==> config.mk <==
export PLATFORM = sky130hd
export DESIGN_NAME = execute
export DESIGN_NICKNAME = d
export VERILOG_FILES = /design/src/rtl/execute.sv
export SDC_FILE = /design/constraint.sdc
export NUM_CORES = 1
export LEC_CHECK = 0
export ABC_CLOCK_PERIOD_IN_PS = 2900
export BUFFER_PORTS_ARGS = -buffer_cell sky130_fd_sc_hd__buf_2
export CORE_MARGIN = 2
export CORE_UTILIZATION = 45
export CTS_CLUSTER_DIAMETER = 80
export DETAILED_ROUTE_END_ITERATION = 8
export GPL_TIMING_DRIVEN = 0
export HOLD_SLACK_MARGIN = 0.02
export PLACE_DENSITY = 0.84
export SLEW_MARGIN = 20
export SYNTH_ARGS = -nofsm -noshare
export SYNTH_HDL_FRONTEND = slang
export SYNTH_SLANG_ARGS = --single-unit
==> constraint.sdc <==
create_clock -name clk -period 2.9 [get_ports clk]
set_input_delay 0.145 -clock clk [delete_from_list [all_inputs] [get_ports clk]]
set_output_delay 0.145 -clock clk [all_outputs]
set_load 0.03 [all_outputs]
==> src/rtl/execute.sv <==
// execute: RV32 execute stage between decode and memory/writeback.
// Computes ADD sums, LW/SW effective addresses and the BEQ outcome, and
// registers them behind the valid/stall handshake. A taken BEQ pulses
// branch_redirect for one cycle and squashes the next FLUSH_DEPTH accepted
// slots.
// Optional feature: define EXEC_FORWARD_EN to forward a registered ADD
// result into rs1/rs2 of the instruction being captured.
module execute #(
    parameter int FLUSH_DEPTH = 2
) (
    input  logic        clk,
    input  logic        rst,
    input  logic        valid_input,
    input  logic        stall_input,
    output logic        stall_output,
    output logic        valid_output,
    input  logic [31:0] pc,
    input  logic [4:0]  rs1_idx,
    input  logic [4:0]  rs2_idx,
    input  logic [4:0]  rd,
    input  logic [31:0] rs1_data,
    input  logic [31:0] rs2_data,
    input  logic [31:0] immidiate_data,
    input  logic [3:0]  inst_type,
    output logic [31:0] alu_result,
    output logic [31:0] store_data,
    output logic [4:0]  rd_out,
    output logic        reg_write,
    output logic        mem_read,
    output logic        mem_write,
    output logic        illegal,
    output logic        branch_redirect,
    output logic [31:0] branch_target
);

    localparam logic [2:0] FLUSH_CNT = 3'(FLUSH_DEPTH);

    localparam logic [3:0] T_NOP = 4'b0000;
    localparam logic [3:0] T_ADD = 4'b0001;
    localparam logic [3:0] T_BEQ = 4'b0010;
    localparam logic [3:0] T_LW  = 4'b0100;
    localparam logic [3:0] T_SW  = 4'b1000;

    // Output / state registers
    logic        valid_r;
    logic [31:0] alu_result_r;
    logic [31:0] store_data_r;
    logic [4:0]  rd_out_r;
    logic        reg_write_r;
    logic        mem_read_r;
    logic        mem_write_r;
    logic        illegal_r;
    logic        redirect_r;
    logic [31:0] branch_target_r;
    logic [2:0]  squash_cnt_r;

    // Combinational next-state values
    logic [31:0] op_a_s;
    logic [31:0] op_b_s;
    logic [31:0] sum_rr_s;
    logic [31:0] sum_ri_s;
    logic        accept_s;
    logic        slot_s;
    logic        squashing_s;
    logic        take_s;
    logic        nxt_valid_s;
    logic [31:0] nxt_alu_s;
    logic [31:0] nxt_store_s;
    logic [4:0]  nxt_rd_s;
    logic        nxt_reg_write_s;
    logic        nxt_mem_read_s;
    logic        nxt_mem_write_s;
    logic        nxt_illegal_s;
    logic [2:0]  nxt_squash_s;

`ifdef EXEC_FORWARD_EN
    // Only a registered ADD may be forwarded: reg_write without mem_read.
    // rd_out is already 0 whenever reg_write is 0, so x0 never matches a
    // live producer, but the explicit check keeps the intent obvious.
    logic fwd_ok_s;
    assign fwd_ok_s = valid_r & reg_write_r & ~mem_read_r & (rd_out_r != 5'd0);
    assign op_a_s   = (fwd_ok_s && (rd_out_r == rs1_idx)) ? alu_result_r : rs1_data;
    assign op_b_s   = (fwd_ok_s && (rd_out_r == rs2_idx)) ? alu_result_r : rs2_data;
`else
    assign op_a_s = rs1_data;
    assign op_b_s = rs2_data;
    logic unused_idx_s;
    assign unused_idx_s = &{1'b0, rs1_idx, rs2_idx};
`endif

    assign sum_rr_s    = op_a_s + op_b_s;
    assign sum_ri_s    = op_a_s + immidiate_data;
    assign accept_s    = ~stall_input;
    assign slot_s      = valid_input & accept_s;
    assign squashing_s = (squash_cnt_r != 3'd0);
    assign take_s      = slot_s & ~squashing_s & (inst_type == T_BEQ) & (op_a_s == op_b_s);

    // Decode the incoming slot into the values the output register will load
    always_comb begin
        nxt_valid_s     = valid_input & ~squashing_s;
        nxt_alu_s       = 32'd0;
        nxt_store_s     = 32'd0;
        nxt_rd_s        = 5'd0;
        nxt_reg_write_s = 1'b0;
        nxt_mem_read_s  = 1'b0;
        nxt_mem_write_s = 1'b0;
        nxt_illegal_s   = 1'b0;
        if (nxt_valid_s) begin
            case (inst_type)
                T_ADD: begin
                    nxt_alu_s       = sum_rr_s;
                    nxt_reg_write_s = (rd != 5'd0);
                    nxt_rd_s        = (rd != 5'd0) ? rd : 5'd0;
                end
                T_LW: begin
                    nxt_alu_s       = sum_ri_s;
                    nxt_mem_read_s  = 1'b1;
                    nxt_reg_write_s = (rd != 5'd0);
                    nxt_rd_s        = (rd != 5'd0) ? rd : 5'd0;
                end
                T_SW: begin
                    nxt_alu_s       = sum_ri_s;
                    nxt_store_s     = op_b_s;
                    nxt_mem_write_s = 1'b1;
                end
                T_BEQ: begin
                    nxt_alu_s = 32'd0;
                end
                T_NOP: begin
                    nxt_alu_s = 32'd0;
                end
                default: begin
                    nxt_illegal_s = 1'b1;
                end
            endcase
        end else begin
            nxt_illegal_s = 1'b0;
        end
    end

    // Squash counter: decrement per accepted slot while squashing, reload on a taken BEQ
    always_comb begin
        nxt_squash_s = squash_cnt_r;
        if (slot_s && squashing_s) begin
            nxt_squash_s = squash_cnt_r - 3'd1;
        end else if (take_s) begin
            nxt_squash_s = FLUSH_CNT;
        end else begin
            nxt_squash_s = squash_cnt_r;
        end
    end

    // Pipeline output register; holds while downstream stalls
    always_ff @(posedge clk or negedge rst) begin
        if (!rst) begin
            valid_r         <= 1'b0;
            alu_result_r    <= 32'd0;
            store_data_r    <= 32'd0;
            rd_out_r        <= 5'd0;
            reg_write_r     <= 1'b0;
            mem_read_r      <= 1'b0;
            mem_write_r     <= 1'b0;
            illegal_r       <= 1'b0;
            redirect_r      <= 1'b0;
            branch_target_r <= 32'd0;
            squash_cnt_r    <= 3'd0;
        end else begin
            // Redirect is a single-cycle pulse even if a stall follows
            redirect_r   <= take_s;
            squash_cnt_r <= nxt_squash_s;
            if (accept_s) begin
                valid_r      <= nxt_valid_s;
                alu_result_r <= nxt_alu_s;
                store_data_r <= nxt_store_s;
                rd_out_r     <= nxt_rd_s;
                reg_write_r  <= nxt_reg_write_s;
                mem_read_r   <= nxt_mem_read_s;
                mem_write_r  <= nxt_mem_write_s;
                illegal_r    <= nxt_illegal_s;
            end
            if (take_s) begin
                branch_target_r <= pc + immidiate_data;
            end
        end
    end

    assign valid_output    = valid_r;
    assign stall_output    = valid_r & stall_input;
    assign alu_result      = alu_result_r;
    assign store_data      = store_data_r;
    assign rd_out          = rd_out_r;
    assign reg_write       = reg_write_r;
    assign mem_read        = mem_read_r;
    assign mem_write       = mem_write_r;
    assign illegal         = illegal_r;
    assign branch_redirect = redirect_r;
    assign branch_target   = branch_target_r;

endmodule

==> results.txt <==
In the final timing run, aggregate negative setup slack is -4.61 ns. A synthesized cell averages 9.47 um^2. After synthesis the netlist holds a flip-flop and latch count of 110. TritonCTS built the clock tree. The run gives 40.7 mm as the first-pass GRT wire length.

Total length of routed wires: 27.9 mm. Summing internal, switching and leakage power gives 0.00445 W. Across the VDD grid, the largest voltage drop is 264 uV.

The total setup violations reported at the end of the flow is 18, and the count of routing violations after the opening detailed-route iteration is 592. The tools report the number of detailed-route iterations in the first pass as 5. The critical path goes through clkbuf_16, xnor2_2, or3_1, clkbuf_8, clkbuf_4, mux2_2, ha_1, a21oi_2, a21oi_2, and3b_2, o41ai_4, or2_4, a221o_2, a221oi_2, xnor2_1, a22o_1.

The run gives 46.3% as the effective utilization at floorplan. The tightest hold path in the finished design has a slack of 0.0346 ns. Setup repair after global routing could not meet its margin everywhere. The synthesized netlist occupies a cell area of 8070 um^2.

The worst relative slew slack was 29.9%; the total number of vias was 8,151. Dividing total power by cell area gives a power density of 419 nW/um^2. For the total nets after synthesis, the log shows 1,076. Broken down by cell family, the worst path's largest delay share belongs to compound AO/OA/AOI/OAI gates. After detailed routing, the average wire length per cell comes to 20.1 um. The run gives 3.62 ns as the arrival time of the worst setup path. Pin placement for this block handled 259 I/O pins. Sequential-to-total area share from yosys stat: 34.1%. Critical path's slowest cell: a221o_2. The run gives 0.297 GHz as the maximum clock frequency. Across the run, the number of max-cap violations was 0. Counting distinct cell types in the post-synthesis netlist gives 61.

Maximum number of buffers from clock root to sink: 2. The clock root buffer was clkbuf_16. In this design, the stage delay of the slowest critical-path cell is 0.42 ns. The die covers 19,000 um^2. Entering global routing, the biggest net connects 81 pins.

The worst setup path is launched from a primary input. At the pin with the least slew margin, the transition time is 1.04 ns. Global routing used 28.0% of the available tracks. The most frequently used flop master after synthesis was dfrtp_1. The type of the tightest min-delay check was primary input to register.

By area the synthesized netlist is led by dfrtp_1, ha_1, a22o_1. The synthesis-to-finish area growth is 31.6%. The top cell type by area accounts for 34.1% of the synthesized area.

Leaving out fill and tap cells, the most frequent cell in the layout is buf_2. The final setup skew was 0.00729 ns. The checks that failed: negative setup slack.

In the final layout, the share of cells above drive strength 1 is 34.1%. The number of global-route vias before repair was 7,678; the share of the core filled with cells in the final layout was 61.0%. Routability-driven placement congestion ratio: 0.971. The tools report the remaining routing DRC violations as 0.

Clock-pin slew was measured on the worst setup and hold paths at 0.08 ns. The number of hold violations in the final report came out at 0. In this run the worst path has a maximum fanout of 10. The least setup slack across all paths after layout is -0.467 ns, and the final clock period utilization by the worst path is 116%.

The run finished, with violations left. The Yosys warning count is 0. Gate count after technology mapping: 852. The later pin in the worst-skew pair is clocked with a latency of 0.37 ns. The cell taking the most area after synthesis is dfrtp_1. Counting both buffers and inverters, the worst setup path holds a total of 3. The H-tree was split into 3 levels.

The final-layout fill cell count is 1,454. The mean number of vias per cell was 5.89; the fraction of registers with async set or reset after synthesis was 100%. The worst setup path is of the primary input to register kind. The number of nets still failing antenna checks after routing was 0; the die boundary height was 138 um.

The tools report the number of antenna violations at the first check in global routing as 7. The most common cell type on the critical path is a21oi_2. The worst setup path is captured at a register. The quantity of I/O buffers inserted on ports works out to 247.

After global routing the overflow that remains totals 0. Clock tree synthesis inserted a total of 9 buffers. The CTS sink count was 110; the count of flip-flops with a built-in enable after synthesis was 0. For the worst setup path, the data required time is 3.15 ns. The wire-length estimate of the detail-placed layout is 21.3 mm.

The placeable core area came out at 17,400 um^2. After detailed placement, the total cell area comes to 9770 um^2. Summed over all cells, the static leakage comes to 5.44 nW.

In the layout the commonest cells are buf_2, dfrtp_1, nand2_1, a22o_1, ha_1. The logs give 0 for the max-slew violation count and 10,600 um^2 for the design area. The shortest clock period the worst path allows after layout works out to 3.37 ns. The die width is 138 um.

The final layout contains 1,373 nets. After floorplanning, the core was divided into 48 placement rows.
-- worst register-to-register path, stage by stage, from the launching register on --
cell and delay (ns):
dfrtp_1 0.40, inv_1 0.09, ha_1 0.15, nand2b_1 0.12
nand2b_1 0.30, nor4_2 0.63, or2_2 0.22, clkbuf_1 0.27
buf_2 0.29, a22o_1 0.18
-- final cells by class --
| cell class | count | area, um^2 | share of cell area (%) |
|---|---|---|---|
| clock inverter | 7 | 56.3 | 0.530 |
| antenna | 6 | 15.0 | 0.141 |
| sequential | 110 | 2750 | 25.9 |
| buffer | 40 | 241 | 2.27 |
| clock buffer | 9 | 225 | 2.12 |
| inverter | 10 | 37.5 | 0.353 |
| timing repair buffer | 287 | 1600 | 15.0 |
| tap | 225 | 282 | 2.65 |
| multi-input combinational | 691 | 5420 | 51.0 |
-- sequential cells by signal (all words and copies together), names as in the netlist --
register	cells
alu_result	32
branch_target	32
store_data	32
rd_out	5
squash_cnt_r	3
branch_redirect	1
illegal	1
mem_read	1
mem_write	1
reg_write	1
valid_output	1
-- layer usage --
metal / vias up / global-route usage, % / part of all wire (%)
met4: 2 / 17.5 / 6.4
met1: 3887 / 35.5 / 40
met3: 120 / 4.93 / 6.7
li1: 3755 / - / -
met2: 387 / 44.4 / 46
met5: - / 0 / 0.025
-- path summary, 6_finish.rpt --
kind                                  from          endpoint  slack (ns)  cells past startpoint
setup / recovery              inst_type[2]    alu_result[30]       -0.47                     16
min in group asynchronous              rst  branch_target[1]        0.21                      2
max in group asynchronous              rst    store_data[21]        1.98                      3
setup reg to reg           squash_cnt_r[0]     alu_result[9]        0.21                      9
hold reg to reg                  reg_write         reg_write        0.48                      2
hold / removal                rs2_data[25]    store_data[25]        0.03                      2
-- stage by stage --
step                      setup slack (ns)  std cells
after global routing                -0.543       1385
after floorplan                     -0.640        852
final                               -0.467       1385
after CTS                           -0.414       1369
after detailed placement            -0.934       1325
after global placement              -0.924       1324
-- Yosys cell counts (all sizes together) (3+ instances only) --
master and instances:
a21o 31, xnor2 49, inv 10, nand2 84
clkbuf 38, ha 71, nand2b 12, a211o 4
buf 3, a31oi 8, dfrtp 110, o31ai 4
o21ai 64, xor2 44, a21boi 4, nor2b 6
and3 8, o211ai 8, nand3 15, o41ai 3
nor3 9, nor2 32, a211oi 8, or2 4
a21oi 62, nand4 16, o21bai 6, a22o 69
mux2 34, a221o 3, nor4 5, a2111oi 3
-- what timing repair did --
action	in CTS	in global routing
hold buffers	6	0
hold endpoints to repair	35	0
pin swaps	13	33
gates resized for setup	23	24
buffers inserted	22	11
gates cloned	0	0
setup endpoints to repair	15	31
-- logic make-up (layout without fill, tap and decap cells) --
| kind of cell | count (synthesis) | count (layout) | share of synthesized area, % |
|---|---|---|---|
| XOR/XNOR | 93 | 93 | 10.1 |
| multiplexers | 35 | 35 | 4.87 |
| adder cells (fa/ha/maj) | 74 | 74 | 11.6 |
| buffers and inverters | 51 | 353 | 2.42 |
| flip-flops | 110 | 110 | 34.1 |
| AO/OA/AOI/OAI | 289 | 289 | 25.1 |
| other | 0 | 6 | 0 |
| AND/OR/NAND/NOR | 200 | 200 | 11.8 |
-- report_power, final --
group	total [W]	switching, W	leakage, nW	internal, W
registers	0.00159	0.0000200	1.53	0.00157
logic	0.00163	0.000927	3.78	0.000699
clock network	0.00123	0.000638	0.130	0.000595
(Power assumes the default switching activity.)
